<file path="src/rtl/framebuffer_writer_pkg.sv">
// framebuffer_writer_pkg: shared geometry, opcodes and FSM encoding for the framebuffer writer
package framebuffer_writer_pkg;
   localparam int FB_X_W = 6;
   localparam int FB_Y_W = 6;
   localparam int IMG_W = 1 << FB_X_W;
   localparam int IMG_H = 1 << FB_Y_W;
   typedef enum logic [1:0] {OP_NOP = 2'b00, OP_PIXEL = 2'b01, OP_RECT = 2'b10, OP_CLEAR = 2'b11} op_e;
   typedef enum logic [1:0] {S_IDLE, S_WRITE1, S_FILL, S_DONE} state_e;
endpackage

</file>
<file path="src/rtl/framebuffer_writer_if.sv">
// framebuffer_writer_if: drawing command bus with valid/ready handshake
interface framebuffer_writer_if #(parameter int X_W = 6, parameter int Y_W = 6);
   logic valid;
   logic ready;
   logic [1:0] op;
   logic [X_W-1:0] x;
   logic [Y_W-1:0] y;
   logic [X_W:0] w;
   logic [Y_W:0] h;
   logic color;
   modport master(output valid, op, x, y, w, h, color, input ready);
   modport slave(input valid, op, x, y, w, h, color, output ready);
endinterface

</file>
<file path="src/rtl/framebuffer_writer_rect_scanner.sv">
// rect_scanner: walks an already-clipped rectangle row-major, one coordinate per step
module rect_scanner #(parameter int X_W = 6, parameter int Y_W = 6) (
   input  logic           clock,
   input  logic           reset,
   input  logic           start,
   input  logic           step,
   input  logic [X_W-1:0] x0,
   input  logic [Y_W-1:0] y0,
   input  logic [X_W:0]   w,
   input  logic [Y_W:0]   h,
   output logic [X_W-1:0] x,
   output logic [Y_W-1:0] y,
   output logic           last
);
   logic [X_W-1:0] xs;
   logic [X_W:0] x_end;
   logic [Y_W:0] y_end;
   logic row_end;
   // ends are one bit wider so that a rectangle reaching the image edge does not overflow
   assign row_end = ({1'b0, x} + (X_W+1)'(1)) == x_end;
   assign last = row_end && (({1'b0, y} + (Y_W+1)'(1)) == y_end);
   always_ff @(posedge clock or posedge reset)
      if (reset) begin
         xs <= '0;
         x_end <= '0;
         y_end <= '0;
         x <= '0;
         y <= '0;
      end else if (start) begin
         xs <= x0;
         x_end <= {1'b0, x0} + w;
         y_end <= {1'b0, y0} + h;
         x <= x0;
         y <= y0;
      end else if (step) begin
         x <= row_end ? xs : x + X_W'(1);
         y <= row_end ? y + Y_W'(1) : y;
      end
endmodule

</file>
<file path="src/rtl/framebuffer_writer.sv">
// framebuffer_writer: executes pixel/rect/clear commands as one RAM write per clock
module framebuffer_writer import framebuffer_writer_pkg::*; #(
   parameter int X_W = FB_X_W,
   parameter int Y_W = FB_Y_W,
   parameter int ADDR_W = X_W + Y_W
) (
   input  logic              clock,
   input  logic              reset,
   framebuffer_writer_if.slave cmd,
   output logic [ADDR_W-1:0] wraddress,
   output logic              data,
   output logic              wren,
   output logic              busy,
   output logic              done
);
   localparam logic [X_W:0] full_w = (X_W+1)'(1) << X_W;
   localparam logic [Y_W:0] full_h = (Y_W+1)'(1) << Y_W;
   state_e state, state_n;
   logic accept, is_clear, zero, last, color_q, data_q;
   logic [ADDR_W-1:0] addr_q;
   logic [X_W:0] avail_w, w_eff, sw;
   logic [Y_W:0] avail_h, h_eff, sh;
   logic [X_W-1:0] sx, cx;
   logic [Y_W-1:0] sy, cy;
   assign cmd.ready = state == S_IDLE;
   assign accept = cmd.valid && cmd.ready;
   assign is_clear = cmd.op == OP_CLEAR;
   assign avail_w = full_w - {1'b0, cmd.x};
   assign avail_h = full_h - {1'b0, cmd.y};
   assign w_eff = cmd.w < avail_w ? cmd.w : avail_w;
   assign h_eff = cmd.h < avail_h ? cmd.h : avail_h;
   assign sx = is_clear ? '0 : cmd.x;
   assign sy = is_clear ? '0 : cmd.y;
   assign sw = is_clear ? full_w : w_eff;
   assign sh = is_clear ? full_h : h_eff;
   assign zero = sw == '0 || sh == '0;
   rect_scanner #(.X_W(X_W), .Y_W(Y_W)) scanner (
      .clock(clock), .reset(reset), .start(accept), .step(state == S_FILL),
      .x0(sx), .y0(sy), .w(sw), .h(sh), .x(cx), .y(cy), .last(last)
   );
   always_comb begin
      state_n = state;
      case (state)
         S_IDLE:   if (accept) state_n = cmd.op == OP_PIXEL ? S_WRITE1 : (cmd.op == OP_NOP || zero) ? S_DONE : S_FILL;
         S_WRITE1: state_n = S_DONE;
         S_FILL:   state_n = last ? S_DONE : S_FILL;
         default:  state_n = S_IDLE;
      endcase
   end
   assign wren = state == S_WRITE1 || state == S_FILL;
   assign busy = state != S_IDLE;
   assign done = state == S_DONE;
   // the write port is combinational off the scanner; the hold registers keep it stable between commands
   assign wraddress = wren ? {cy, cx} : addr_q;
   assign data = wren ? color_q : data_q;
   always_ff @(posedge clock or posedge reset)
      if (reset) begin
         state <= S_IDLE;
         color_q <= 1'b0;
         addr_q <= '0;
         data_q <= 1'b0;
      end else begin
         state <= state_n;
         if (accept) color_q <= cmd.color;
         if (wren) begin
            addr_q <= wraddress;
            data_q <= data;
         end
      end
endmodule

</file>
<file path="src/flat_wrapper.sv">
// flat-port wrapper written by rule: the top's interface ports become plain ports
module framebuffer_writer_flat import framebuffer_writer_pkg::*;
#(
   parameter int X_W = FB_X_W,
   parameter int Y_W = FB_Y_W,
   parameter int ADDR_W = X_W + Y_W
)
  (clock, reset, wraddress, data, wren, busy, done, cmd_valid, cmd_op, cmd_x, cmd_y, cmd_w, cmd_h, cmd_color, cmd_ready);
  framebuffer_writer_if #(.X_W(X_W), .Y_W(Y_W)) cmd_i ();
  input  logic clock;
  input  logic reset;
  output logic [ADDR_W-1:0] wraddress;
  output logic data;
  output logic wren;
  output logic busy;
  output logic done;
  input wire logic [$bits(cmd_i.valid)-1:0] cmd_valid;
  input wire logic [$bits(cmd_i.op)-1:0] cmd_op;
  input wire logic [$bits(cmd_i.x)-1:0] cmd_x;
  input wire logic [$bits(cmd_i.y)-1:0] cmd_y;
  input wire logic [$bits(cmd_i.w)-1:0] cmd_w;
  input wire logic [$bits(cmd_i.h)-1:0] cmd_h;
  input wire logic [$bits(cmd_i.color)-1:0] cmd_color;
  output wire logic [$bits(cmd_i.ready)-1:0] cmd_ready;
  assign cmd_i.valid = cmd_valid;
  assign cmd_i.op = cmd_op;
  assign cmd_i.x = cmd_x;
  assign cmd_i.y = cmd_y;
  assign cmd_i.w = cmd_w;
  assign cmd_i.h = cmd_h;
  assign cmd_i.color = cmd_color;
  assign cmd_ready = cmd_i.ready;
  framebuffer_writer #(.X_W(X_W), .Y_W(Y_W), .ADDR_W(ADDR_W)) u_core (.clock(clock), .reset(reset), .cmd(cmd_i), .wraddress(wraddress), .data(data), .wren(wren), .busy(busy), .done(done));
endmodule
</file>
<file path="config.mk">
export PLATFORM = sky130hd
export DESIGN_NAME = framebuffer_writer_flat
export DESIGN_NICKNAME = d
export VERILOG_FILES = /design/src/rtl/framebuffer_writer_pkg.sv /design/src/rtl/framebuffer_writer_if.sv /design/src/rtl/framebuffer_writer_rect_scanner.sv /design/src/rtl/framebuffer_writer.sv /design/src/flat_wrapper.sv
export SDC_FILE = /design/constraint.sdc
export NUM_CORES = 1
export LEC_CHECK = 0
export CAP_MARGIN = 10
export CORE_ASPECT_RATIO = 1.5
export CORE_MARGIN = 2
export CORE_UTILIZATION = 25
export DETAILED_ROUTE_END_ITERATION = 12
export PLACE_DENSITY = 0.52
export SLEW_MARGIN = 20
export SYNTH_ARGS = -nofsm -noshare
export SYNTH_HDL_FRONTEND = slang
export SYNTH_SLANG_ARGS = --single-unit
</file>
<file path="constraint.sdc">
create_clock -name clock -period 2.1 [get_ports clock]
set_input_delay 0.42 -clock clock [delete_from_list [all_inputs] [get_ports clock]]
set_output_delay 0.42 -clock clock [all_outputs]
set_load 0.005 [all_outputs]
</file>
==> out/qor.csv <==
metric,value,unit
status,"finished, violations left",
violations,setup timing,
io_buffers,48,
ant_nets,0,
io_pins,49,
synth_edf_count,0,
fp.dieW,107,µm
seq_power_share,21.6,%
seq_area_frac_synth,30.1,%
rsz0062_at_grt,yes,
clk_latency,0.29,ns
routedWlPerCell,14.7,µm
clk_path_buf_depth,2,
p_int,5.28,mW
post-route-period-util,159,%
dr.pass1.iters,4,
synth_warnings,0,
grt_max_degree,49,
antenna_found_initial,0,
period_minus_slack,3.35,ns
cts_tree,done,
ys_ff_latch,48,
syn_area,3990,µm²
synth_cell_types,59,
synthCells,449,
finalClockSkew,0.00791,ns
cp.arrival,3.53,ns
num_vias,3951,
synth-main-ff-cell,dfrtp_1,
numCtsBuffers,5,
crit_type,in2reg,
drc,0,
netlist.area_leader.share,30.1,%
overflow,0,
p_switching,2.91,mW
max_slew_margin,67.1,%
grt_pass1_wl,20.2,mm
gp_congestion,0.868,
drtIter0Drc,134,
p_per_area,1230,nW/µm²
dp_hpwl,9.12,mm
worst_slack,-1.25,ns
synth_largest_area_cell,dfrtp_1,
grt.total_usage,14.6,%
p_leak,3.06,nW
num_rows,56,
syn_avg_cell_area,8.88,µm²
htree_levels,2,
clock-sinks,48,
fin_util,42.5,%
synth.most_common_cell,dfrtp_1,
async_flop_share,100,%
die_h,159,µm
p_comb_share,65.9,%
hold_viol_final,0,
cts_root_buffer,clkbuf_16,
core_area,15600,µm²
cap_viol_max_count,0,
total_power,8.19,mW
irDropWorstVdd,0.544,mV
synth_nets,515,
cts.reportedPaths.clkPinSlew,0.06,ns
nets,697,
worst_slew_pin_slew,0.489,ns
final_max_slew_viol_count,0,
syn2layout_area_growth,66.4,%
critPathLaunchType,primary input,
cpMaxStageDelayCell,fa_2,
setup_viol_count_final,18,
critical_path_required,2.28,ns
grt_pass1_vias,4207,
end_kind,register,
synth.area.top_cells,"dfrtp_1 (30%), ha_1 (10%), mux2_2 (8.2%), xnor2_1 (4.8%), nand2_1 (4.0%)",
holdBufCountCts,0,
dieArea,17000,µm²
wl,12.2,mm
drive_above_1_share,47.4,%
n_antenna_cell,0,
fmax,0.299,GHz
swShare,35.5,%
viasPerCell,4.74,
min-delay-path-class,in2async,
p_clk_share,12.4,%
critPathMaxStageDelay,0.35,ns
crit_fanout,6,
crit_chain,buf_12 > inv_12 > ha_4 > nor3b_4 > xnor2_2 > inv_2 > ha_4 > nand4_1 > o221a_4 > nor2_4 > a21oi_2 > nor2_1 > ha_2 > inv_2 > fa_2 > nor2b_1 > o21ai_2 > a21boi_2 > o21a_1 > a211oi_2 > o31a_1,
start_util,25.5,%
synth_commonest_cells,"dfrtp_1 (48), nand2_1 (43), nor2_1 (36)",
==> power groups by stage <==
stage | combinational, mW | sequential, mW | clock (mW)
after floorplan | 2.61 | 1.63 | 0
after global placement | 4.21 | 1.74 | 0
after detailed placement | 4.30 | 1.77 | 0
after CTS | 5.44 | 1.76 | 1.04
after global routing | 5.90 | 1.83 | 1.08
final | 5.40 | 1.77 | 1.02
==> cell type report <==
cell class / count / area (µm²)
Clock buffer: 5 / 125
Clock inverter: 2 / 60.1
Fill cell: 1521 / 8990
Inverter: 26 / 148
Multi-Input combinational cell: 351 / 3080
Sequential cell: 48 / 1200
Tap cell: 203 / 254
Timing Repair Buffer: 199 / 1770
==> final timing paths <==
| path | from | end | slack, ns | cells past startpoint |
|---|---|---|---|---|
| max | cmd_y[1] | u_core.scanner.y_end[6]$_DFFE_PP0P_ | -1.25 | 21 |
| min | reset | u_core.addr_q[0]$_DFFE_PP0N_ | 0.50 | 3 |
| max reg2reg | u_core.scanner.x[0]$_DFFE_PP0P_ | u_core.state[0]$_DFFE_PP0P_ | 0.05 | 8 |
| min reg2reg | u_core.addr_q[10]$_DFFE_PP0N_ | u_core.addr_q[10]$_DFFE_PP0N_ | 0.51 | 1 |
| max in group asynchronous | reset | u_core.scanner.y[1]$_DFFE_PP0P_ | 1.38 | 3 |
| min in group clock | u_core.addr_q[10]$_DFFE_PP0N_ | u_core.addr_q[10]$_DFFE_PP0N_ | 0.51 | 1 |
==> stage by stage <==
stage                     area (µm²)  TNS, ns  worst slack, ns  hold WS, ns  instances
after floorplan                 4170   -12.16            -1.39        0.457        449
after global placement          5680   -25.77            -2.09        0.485        795
after detailed placement        5680   -27.31            -2.15        0.485        795
after CTS                       6450   -14.57            -1.31        0.506        833
after global routing            6640   -14.27            -1.39        0.526        834
final                           6640   -11.43            -1.25        0.498        834
==> layout by cell type (no fill, tap or decap), types with 13 or more instances in the layout <==
cell,Yosys,routed
dfrtp_1,48,48
mux2_4,0,13
clkdlybuf4s50_1,0,22
a21oi_2,0,15
buf_4,1,129
nor2_1,36,29
mux2_2,29,16
inv_1,26,15
a21oi_1,31,15
ha_1,32,20
nand2_1,43,41
xnor2_1,22,15
buf_6,3,29
==> per-layer routing <==
| layer | global-route usage [%] | part of all wire (%) | vias up |
|---|---|---|---|
| met5 | 0 | 0 | - |
| met4 | 6.61 | 3.4 | 0 |
| met3 | 1.40 | 2.4 | 28 |
| met2 | 27.3 | 55 | 73 |
| met1 | 16.3 | 39 | 1899 |
| li1 | - | - | 1951 |
==> critical path, delay by kind of cell <==
family	cells	cell delay (ns)
compound gates	7	1.05
fa+ha+maj	4	0.96
xor+xnor	1	0.16
simple gates	5	0.64
buf+inv	4	0.28
==> cell families after synthesis <==
group	after synthesis	synth area share (%)
and+or+nand+nor	142	17.3
buffers and inverters	50	5.36
AOI/OAI and AO/OA	102	17.4
muxes	36	9.94
DFF	48	30.1
adders and majority gates	34	11.0
xor gates and xnor gates	37	8.85
==> repair_timing <==
item	CTS	global route
pin swaps	58	62
buffers inserted	34	11
resized for setup	170	67
endpoints found under the setup margin	40	37
cloned	2	0
==> flip-flops by register name, indices dropped and copies added, names as in the netlist <==
name	cells
u_core.scanner.xs	6
u_core.scanner.x_end	7
u_core.data_q	1
u_core.scanner.x	6
u_core.scanner.y_end	7
u_core.state	2
u_core.color_q	1
u_core.addr_q	12
u_core.scanner.y	6
No activity file was read; power rests on OpenSTA's default activity.
